## config.mk

```make
export PLATFORM = sky130hd
export DESIGN_NAME = sb_packet_framer_flat
export DESIGN_NICKNAME = d
export VERILOG_FILES = /design/src/rtl/sb_packet_framer_if.sv /design/src/rtl/sb_packet_framer.sv /design/src/flat_wrapper.sv
export SDC_FILE = /design/constraint.sdc
export NUM_CORES = 1
export LEC_CHECK = 0
export CORE_ASPECT_RATIO = 0.7
export CORE_MARGIN = 2
export CORE_UTILIZATION = 51
export CTS_CLUSTER_SIZE = 20
export DETAILED_ROUTE_END_ITERATION = 10
export GPL_TIMING_DRIVEN = 1
export PLACE_DENSITY_LB_ADDON = 0.15
export SLEW_MARGIN = 20
export SYNTH_ARGS = -nofsm -noshare
export SYNTH_HDL_FRONTEND = slang
export SYNTH_SLANG_ARGS = --single-unit
```

## constraint.sdc

```tcl
create_clock -name i_clk -period 3 [get_ports i_clk]
set_input_delay 0.6 -clock i_clk [delete_from_list [all_inputs] [get_ports i_clk]]
set_output_delay 0.6 -clock i_clk [all_outputs]
set_load 0.005 [all_outputs]
```

## src/rtl/sb_packet_framer_if.sv

```systemverilog
// Sideband framer bus: header/data inputs from the encoders, frame output to the serializer.
// master drives the encoder-side inputs and observes the framer outputs; slave is the framer.
interface sb_packet_framer_if;
  logic [63:0] i_header;
  logic        i_hdr_valid;
  logic        i_has_data;
  logic [63:0] i_data_encoded;
  logic        i_d_valid;
  logic        i_ser_ready;
  logic [63:0] o_frame;
  logic        o_frame_valid;
  logic        o_busy;
  logic        o_overflow;

  modport master (
    output i_header, i_hdr_valid, i_has_data, i_data_encoded, i_d_valid, i_ser_ready,
    input  o_frame, o_frame_valid, o_busy, o_overflow
  );

  modport slave (
    input  i_header, i_hdr_valid, i_has_data, i_data_encoded, i_d_valid, i_ser_ready,
    output o_frame, o_frame_valid, o_busy, o_overflow
  );
endinterface

```

## src/rtl/sb_packet_framer.sv

```systemverilog
// Sideband packet framer: captures a header (plus optional data word), patches the CP/DP
// parity bits and emits header then data to the serializer, followed by a fixed idle gap.
module sb_packet_framer #(
  parameter int unsigned GAP_CYCLES = 4
) (
  input logic              i_clk,
  input logic              i_rst_n,
  sb_packet_framer_if.slave bus
);

  typedef enum logic [2:0] {
    IDLE,
    WAIT_DATA,
    SEND_HDR,
    SEND_DATA,
    GAP
  } state_e;

  localparam logic [3:0] GAP_LOAD = 4'(GAP_CYCLES - 1);

  state_e      state_q, state_d;
  logic [63:0] hdr_q, hdr_d;
  logic [63:0] data_q, data_d;
  logic        has_data_q, has_data_d;
  logic [3:0]  gap_cnt_q, gap_cnt_d;
  logic        pad_window_q, pad_window_d;
  logic [63:0] frame_q, frame_d;
  logic        frame_valid_q, frame_valid_d;
  logic        overflow_q, overflow_d;
  logic        d_drop;

  // Bit 62 covers the header payload, bit 63 covers the data word (0 when there is none).
  function automatic logic [63:0] adjust_hdr(input logic [63:0] h, input logic [63:0] d,
                                             input logic hd);
    return {hd & (^d), ^h[61:0], h[61:0]};
  endfunction

  always_ff @(posedge i_clk or negedge i_rst_n) begin
    if (!i_rst_n) begin
      state_q       <= IDLE;
      hdr_q         <= '0;
      data_q        <= '0;
      has_data_q    <= 1'b0;
      gap_cnt_q     <= '0;
      pad_window_q  <= 1'b0;
      frame_q       <= '0;
      frame_valid_q <= 1'b0;
      overflow_q    <= 1'b0;
    end else begin
      state_q       <= state_d;
      hdr_q         <= hdr_d;
      data_q        <= data_d;
      has_data_q    <= has_data_d;
      gap_cnt_q     <= gap_cnt_d;
      pad_window_q  <= pad_window_d;
      frame_q       <= frame_d;
      frame_valid_q <= frame_valid_d;
      overflow_q    <= overflow_d;
    end
  end

  always_comb begin
    state_d      = state_q;
    hdr_d        = hdr_q;
    data_d       = data_q;
    has_data_d   = has_data_q;
    gap_cnt_d    = gap_cnt_q;
    pad_window_d = 1'b0;

    case (state_q)
      IDLE: begin
        if (bus.i_hdr_valid) begin
          hdr_d        = bus.i_header;
          has_data_d   = bus.i_has_data;
          pad_window_d = !bus.i_has_data;
          if (!bus.i_has_data) begin
            data_d  = '0;
            state_d = SEND_HDR;
          end else if (bus.i_d_valid) begin
            data_d  = bus.i_data_encoded;
            state_d = SEND_HDR;
          end else begin
            state_d = WAIT_DATA;
          end
        end
      end
      WAIT_DATA: begin
        if (bus.i_d_valid) begin
          data_d  = bus.i_data_encoded;
          state_d = SEND_HDR;
        end
      end
      SEND_HDR: begin
        if (bus.i_ser_ready) begin
          if (has_data_q) begin
            state_d = SEND_DATA;
          end else begin
            state_d   = GAP;
            gap_cnt_d = GAP_LOAD;
          end
        end
      end
      SEND_DATA: begin
        if (bus.i_ser_ready) begin
          state_d   = GAP;
          gap_cnt_d = GAP_LOAD;
        end
      end
      GAP: begin
        if (gap_cnt_q == 4'd0) begin
          state_d = IDLE;
        end else begin
          gap_cnt_d = gap_cnt_q - 4'd1;
        end
      end
      default: state_d = IDLE;
    endcase

    // Output word is decided from the next state so the frame appears one cycle after capture.
    frame_d       = '0;
    frame_valid_d = 1'b0;
    if (state_d == SEND_HDR) begin
      frame_d       = adjust_hdr(hdr_d, data_d, has_data_d);
      frame_valid_d = 1'b1;
    end else if (state_d == SEND_DATA) begin
      frame_d       = data_d;
      frame_valid_d = 1'b1;
    end

    // The zero-pad word of a data-less packet may trail the header by one cycle.
    d_drop = bus.i_d_valid && !pad_window_q &&
             ((state_q == SEND_HDR) || (state_q == SEND_DATA) || (state_q == GAP) ||
              ((state_q == IDLE) && !bus.i_hdr_valid));
    overflow_d = (bus.i_hdr_valid && (state_q != IDLE)) || d_drop;
  end

  assign bus.o_frame       = frame_q;
  assign bus.o_frame_valid = frame_valid_q;
  assign bus.o_busy        = (state_q != IDLE);
  assign bus.o_overflow    = overflow_q;

endmodule

```

## src/flat_wrapper.sv

```systemverilog
// flat-port wrapper written by rule: the top's interface ports become plain ports
module sb_packet_framer_flat 
#(
  parameter int unsigned GAP_CYCLES = 4
)
  (i_clk, i_rst_n, bus_i_header, bus_i_hdr_valid, bus_i_has_data, bus_i_data_encoded, bus_i_d_valid, bus_i_ser_ready, bus_o_frame, bus_o_frame_valid, bus_o_busy, bus_o_overflow);
  sb_packet_framer_if bus_i ();
  input logic i_clk;
  input logic i_rst_n;
  input wire logic [$bits(bus_i.i_header)-1:0] bus_i_header;
  input wire logic [$bits(bus_i.i_hdr_valid)-1:0] bus_i_hdr_valid;
  input wire logic [$bits(bus_i.i_has_data)-1:0] bus_i_has_data;
  input wire logic [$bits(bus_i.i_data_encoded)-1:0] bus_i_data_encoded;
  input wire logic [$bits(bus_i.i_d_valid)-1:0] bus_i_d_valid;
  input wire logic [$bits(bus_i.i_ser_ready)-1:0] bus_i_ser_ready;
  output wire logic [$bits(bus_i.o_frame)-1:0] bus_o_frame;
  output wire logic [$bits(bus_i.o_frame_valid)-1:0] bus_o_frame_valid;
  output wire logic [$bits(bus_i.o_busy)-1:0] bus_o_busy;
  output wire logic [$bits(bus_i.o_overflow)-1:0] bus_o_overflow;
  assign bus_i.i_header = bus_i_header;
  assign bus_i.i_hdr_valid = bus_i_hdr_valid;
  assign bus_i.i_has_data = bus_i_has_data;
  assign bus_i.i_data_encoded = bus_i_data_encoded;
  assign bus_i.i_d_valid = bus_i_d_valid;
  assign bus_i.i_ser_ready = bus_i_ser_ready;
  assign bus_o_frame = bus_i.o_frame;
  assign bus_o_frame_valid = bus_i.o_frame_valid;
  assign bus_o_busy = bus_i.o_busy;
  assign bus_o_overflow = bus_i.o_overflow;
  sb_packet_framer #(.GAP_CYCLES(GAP_CYCLES)) u_core (.i_clk(i_clk), .i_rst_n(i_rst_n), .bus(bus_i));
endmodule
```

==> results of run 1 <==
## area by class of cell
| class | instances | share of cell area |
|---|---|---|
| flip-flops and latches | 201 | 0.372 |
| inverters | 122 | 0.0338 |
| repair buffers | 385 | 0.269 |
| clock buffers | 28 | 0.0452 |
| well taps | 231 | 0.0213 |
| multi-input cells | 365 | 0.256 |
| clock inverters | 4 | 0.00370 |
## metrics by stage
stage          setup slack, ns  hold WS [ns]  TNS (ns)  power [µW]  utilization
3_3_place_gp            -0.694         0.472     -1.21       15000        0.722
2_1_floorplan            0.351         0.304         0       11300            -
4_1_cts                 0.0252         0.132         0       18300        0.776
5_1_grt                 -0.164         0.146    -0.279       19800        0.791
6_report                0.0218         0.112         0       18900        0.791
3_5_place_dp            -0.803         0.513     -1.39       15300        0.722
## synth_stat cells
master / n / area share
a211oi_1: 1 / 0.00085
a21oi_1: 4 / 0.0023
a21oi_4: 1 / 0.0018
a22o_1: 10 / 0.0099
a22oi_1: 10 / 0.0085
a22oi_2: 44 / 0.062
and3_1: 1 / 0.00071
buf_1: 5 / 0.0021
buf_2: 9 / 0.0051
buf_4: 7 / 0.0059
buf_6: 7 / 0.0089
clkbuf_1: 9 / 0.0038
dfrtp_1: 201 / 0.57
ha_1: 2 / 0.0028
inv_1: 122 / 0.052
mux2i_1: 64 / 0.072
nand2_1: 9 / 0.0038
nand2b_1: 1 / 0.00071
nand3_1: 10 / 0.0056
nor2_1: 7 / 0.0030
nor2b_1: 2 / 0.0014
nor3_1: 2 / 0.0011
nor4_1: 1 / 0.00071
nor4_4: 1 / 0.0024
o21ai_0: 9 / 0.0051
o221ai_2: 1 / 0.0017
o22a_1: 1 / 0.00099
o22ai_1: 54 / 0.038
o31ai_2: 1 / 0.0014
o41ai_1: 1 / 0.00099
or2_2: 1 / 0.00071
or3_1: 1 / 0.00071
xnor2_1: 113 / 0.11
xnor2_2: 3 / 0.0055
xor2_1: 10 / 0.0099
## cell usage in the layout, fill, tap and decap left out, types with 10 or more instances in the layout
cell and instances:
a22o_1 10, o22ai_1 54, inv_1 122, nand3_1 10, clkdlybuf4s50_1 194, a22oi_2 49, buf_12 14, dfrtp_1 199
clkbuf_16 21, mux2i_1 46, mux2i_2 14, buf_4 164, xnor2_1 95, xnor2_2 21
## logic make-up (layout without fill, tap and decap cells)
logic type | after synthesis | after routing | synth area share
compound gates | 137 | 137 | 0.133
xor+xnor | 126 | 126 | 0.127
fa+ha+maj | 2 | 2 | 0.00282
buf+inv | 159 | 539 | 0.0774
flops | 201 | 201 | 0.567
mux | 64 | 64 | 0.0722
simple gates | 36 | 36 | 0.0209
## worst max-delay path by stage
stage | cells after the start | from | endpoint
2_1_floorplan | 12 | bus_i_hdr_valid | u_core.bus.o_frame[62]
3_3_place_gp | 12 | bus_i_hdr_valid | u_core.bus.o_frame[62]
3_5_place_dp | 12 | bus_i_hdr_valid | u_core.bus.o_frame[62]
4_1_cts | 14 | u_core.state_q[0] | u_core.bus.o_frame[63]
5_1_grt | 13 | u_core.state_q[1] | u_core.bus.o_frame[62]
6_report | 12 | u_core.state_q[1] | u_core.bus.o_frame[62]
## power by group through the flow
stage	clock, µW	combinational (µW)	sequential, µW
2_1_floorplan	0	7220	4090
3_3_place_gp	0	10900	4120
4_1_cts	2560	11600	4160
6_report	2520	12200	4180
5_1_grt	2670	12900	4260
3_5_place_dp	0	11100	4170
## timing repair
action / in CTS / in global routing
gates resized for setup: 28 / 35
hold buffers: 0 / 0
buffers inserted: 9 / 6
pin swaps: 15 / 30
endpoints found under the setup margin: 2 / 2
cloned: 3 / 0
## registers in the layout (all words and copies together) (netlist names)
name	count
u_core.hdr_q	62
u_core.bus.o_overflow	1
u_core.data_q	64
u_core.state_q	3
u_core.gap_cnt_q	4
u_core.bus.o_frame	64
u_core.bus.o_frame_valid	1
u_core.pad_window_q	1
u_core.has_data_q	1
## metal layers
layer  up-vias  part of all wire  GRT usage
met5         -                 0          0
met4         0             0.014     0.0513
met3        30             0.076     0.0685
met2       278              0.46      0.444
met1      3437              0.45      0.412
li1       3149                 -          -
==> reports/results.txt, run 1 <==
initial antenna violation count = 0
post-synth net total = 861
total iterations of the first detailed-routing run = 5
R2R cell count = 12
worst vdd rail ir drop = 0.00118 V
WP data required = 3.35 ns
Synth Instances = 725
Reg area = 0.00503 mm²
wire length per cell = 19.7 µm
fin crit period = 2.98 ns
Site Rows = 40
fillers = 1,062
RePlAce Congestion = 0.838
Crit Path Max Fanout = 10
Worst Hold Class = in2async
Die X-Extent = 162 µm
Yosys reg bits = 201
Seq/Total Area, Yosys = 0.567
area of the core = 0.0171 mm²
DRT iter0 DRCs = 475
Sequential Power Share = 0.221
FF-to-FF Start = u_core.state_q[1]
full die area = 0.0185 mm²
Worst EP arrival = 3.33 ns
routed via count = 6,894
most frequent cell on the critical path = xnor2_1
Final nets = 1,231
delay of the slowest critical-path stage = 0.43 ns
largest net degree at the start of global routing = 70
Initial Utilization = 0.519
Hold Vio Cnt, Final = 0
Worst-Margin Slew = 0.688 ns
Syn Std Cell Area = 0.00888 mm²
flop2flop setup slack = 0.02 ns
Post-Place Cell Area = 0.0124 mm²
number of buffers added on ports = 198
first-pass GRT wire length = 40.0 mm
Crit path max-delay family = XOR/XNOR gates
Multi-input gate area = 0.00346 mm²
Cell variety after synth = 35
relative slew slack = 0.541
Pleak = 0.00642 µW
Worst-path clk slew = 0.06 ns
CP Class = reg2reg
post-route ant nets = 0
internal power = 11,800 µW
CTS tree = built
Slew Limit Fails = 0
layout cells sized above 1 = 0.288
CP endpoint kind = flop
status = finished clean
# DRC = 0
Detailed Route WL = 26.4 mm
total grt overflow = 0
Max Cap Viol = 0
Ys Warns = 0
reg2reg end = u_core.bus.o_frame[62]
Avg Vias per Cell = 5.16
placed cell count = 1,286
CP startpoint kind = flop
Max Clk Rate = 0.336 GHz
CTS Buf Count = 20
RSZ-0062 raised after global routing = true
Die Height = 114 µm
final worst-path cycle share = 0.993
power density over the cells = 1400 mW/mm²
Layout Cells excl Fill = 1,336
design area = 0.0135 mm²
crit path cell chain = nor4_4 > buf_6 > buf_12 > buf_16 > mux2i_2 > xnor2_2 > xnor2_1 > xnor2_1 > xnor2_1 > xnor2_1 > xnor2_1 > o22ai_1
Global Route Usage Sum = 0.284
clock sink total = 201
dpl hpwl = 17.5 mm
Max H-tree Level = 1
Clock Skews = 0.0121 ns
IO Count = 201
sum of buffers and inverters on the critical path = 3
Root Buffer = clkbuf_16
Area growth, synth to finish = 52.6%
Mean Syn Cell Area = 12.2 µm²
clock power share = 0.133
Final setup viols = 0
Clock Path Buffers = 3
# diodes = 0
Sw Pwr = 7100 µW
Sw Share = 0.376
worst skew pair latency = 0.49 ns
logic gate share of total power = 0.645
vias in the first global route = 7,309
Critical-path top delay cell = dfrtp_1
No activity file was read; power rests on OpenSTA's default activity.
==> inputs of run 2 (changes only) <==
Settings changed: CELL_PAD_IN_SITES_DETAIL_PLACEMENT from default to 1, CELL_PAD_IN_SITES_GLOBAL_PLACEMENT from default to 2, CORE_MARGIN 2 to 3, CORE_UTILIZATION 51 to 33.
==> run 2 against run 1 <==
Effect of this change:
- final area increased by 2.4%
- setup slack improved by 0.050 ns
- clock skew decreased by 0.0045 ns
- power increased by 3.4%
- critical path depth increased by 2
- register-to-register slack improved by 0.05 ns
- global-route usage decreased by 7.3 points
- final cell count increased by 11%
- sequential power about the same
==> reports/results.txt, run 2 (same netlist as run 1, synthesis figures left out) <==
Slew Limit Fails = 0
power density over the cells = 1410 mW/mm²
worst vdd rail ir drop = 0.000632 V
# DRC = 0
vias in the first global route = 7,818
fin crit period = 2.93 ns
WP data required = 3.43 ns
largest net degree at the start of global routing = 79
Avg Vias per Cell = 4.59
Max Clk Rate = 0.342 GHz
Die X-Extent = 202 µm
Die Height = 143 µm
initial antenna violation count = 1
commonest non-fill, non-tap cell in the layout = dfrtp_1
wire length per cell = 20.8 µm
Max Cap Viol = 0
final worst-path cycle share = 0.976
Hold Vio Cnt, Final = 0
total grt overflow = 0
IO Count = 201
RSZ-0062 raised after global routing = true
number of buffers added on ports = 198
RePlAce Congestion = 0.796
total iterations of the first detailed-routing run = 4
CP Class = reg2reg
Max H-tree Level = 1
Final Power = 19,500 µW
Clock Path Buffers = 3
CP endpoint kind = flop
Worst-path clk slew = 0.06 ns
layout cells sized above 1 = 0.294
R2R cell count = 14
Area growth, synth to finish = 56.2%
Worst EP arrival = 3.35 ns
highest-count cells in the layout ignoring fill and taps = dfrtp_1, clkdlybuf4s50_1, buf_4
CP startpoint kind = flop
Worst Hold Class = in2async
Root Buffer = clkbuf_16
Initial Utilization = 0.341
CTS tree = built
Clock Skews = 0.00751 ns
Global Route Usage Sum = 0.210
full die area = 0.0289 mm²
Final setup viols = 0
Final nets = 1,242
Detailed Route WL = 30.7 mm
CTS Buf Count = 22
Placement Setup Slack = -0.764 ns
Pleak = 0.00657 µW
post-route ant nets = 0
worst skew pair latency = 0.51 ns
design area = 0.0139 mm²
DRT iter0 DRCs = 239
status = finished clean
Site Rows = 49
dpl hpwl = 22.3 mm
Post-CTS Hold Fix Bufs = 0
post-route setup slack = 0.0720 ns
Crit Path Max Fanout = 6
first-pass GRT wire length = 46.5 mm
clock sink total = 201
routed via count = 6,790
setup TNS = 0 ns
Worst-Margin Slew = 0.795 ns
relative slew slack = 0.470
area of the core = 0.0261 mm²
Post-Place Cell Area = 0.0126 mm²
==> run 2: cell types whose count changed in the layout (fill, tap and decap cells not counted), moves of 3 or more <==
| cell | change |
|---|---|
| mux2i_1 | +14 |
| clkbuf_1 | +3 |
| buf_4 | +8 |
| a22o_1 | -3 |
| mux2i_2 | -10 |
| xnor2_1 | -9 |
| xnor2_2 | +8 |
| mux2i_4 | -4 |
| a22o_4 | +3 |
==> run 2: critical path, cell delays in order (launching register included) <==
cell	delay [ns]
dfrtp_1	0.42
buf_6	0.15
a21oi_4	0.05
nor4_4	0.38
buf_12	0.17
buf_8	0.13
buf_12	0.13
a22oi_2	0.08
xnor2_2	0.27
xnor2_2	0.19
xnor2_1	0.13
xnor2_1	0.24
xnor2_1	0.20
xnor2_1	0.11
o31ai_2	0.17
==> run 2: stage by stage <==
stage / std cells / utilization / hold slack (ns)
2_1_floorplan: 725 / - / 0.304
3_3_place_gp: 1421 / 0.483 / 0.474
3_5_place_dp: 1421 / 0.483 / 0.520
4_1_cts: 1474 / 0.522 / 0.0877
5_1_grt: 1477 / 0.532 / 0.0931
6_report: 1478 / 0.532 / 0.0276
==> run 2: final timing paths <==
path	slack, ns	to	from
max in group asynchronous	2.03	u_core.hdr_q[22]	i_rst_n
hold reg to reg	0.53	u_core.hdr_q[54]	u_core.hdr_q[54]
min in group i_clk	0.53	u_core.hdr_q[54]	u_core.hdr_q[54]
hold / removal	0.03	u_core.data_q[19]	i_rst_n
setup / recovery	0.07	u_core.bus.o_frame[63]	u_core.state_q[0]
setup reg to reg	0.07	u_core.bus.o_frame[63]	u_core.state_q[0]
==> run 2: report_power, final <==
| group | internal, µW | switching [µW] | leakage [µW] |
|---|---|---|---|
| registers | 3770 | 408 | 0.00256 |
| clock network | 1690 | 1130 | 0.000364 |
| logic | 6660 | 5880 | 0.00365 |
==> run 2: final cells by class <==
| type | instances | area (µm²) |
|---|---|---|
| clock inverters | 6 | 82.6 |
| flip-flops and latches | 201 | 5030 |
| clock buffers | 32 | 659 |
| inverters | 122 | 458 |
| well taps | 357 | 447 |
| fillers | 2705 | 12200 |
| repair buffers | 394 | 3690 |
| multi-input cells | 365 | 3500 |
| diodes | 1 | 2.50 |
==> run 2: layer usage <==
metal  GRT usage  wire length, µm  vias to the layer above
met1       0.293            14200                     3444
li1            -                -                     3163
met3      0.0362             1360                       41
met2       0.350            14500                      140
met5           0               13                        -
met4      0.0433              595                        2
==> run 2: what timing repair did <==
item | in CTS | in global routing
buffers inserted | 14 | 4
resized for setup | 22 | 41
pin swaps | 19 | 32
gates cloned | 1 | 0
endpoints found under the setup margin | 2 | 2
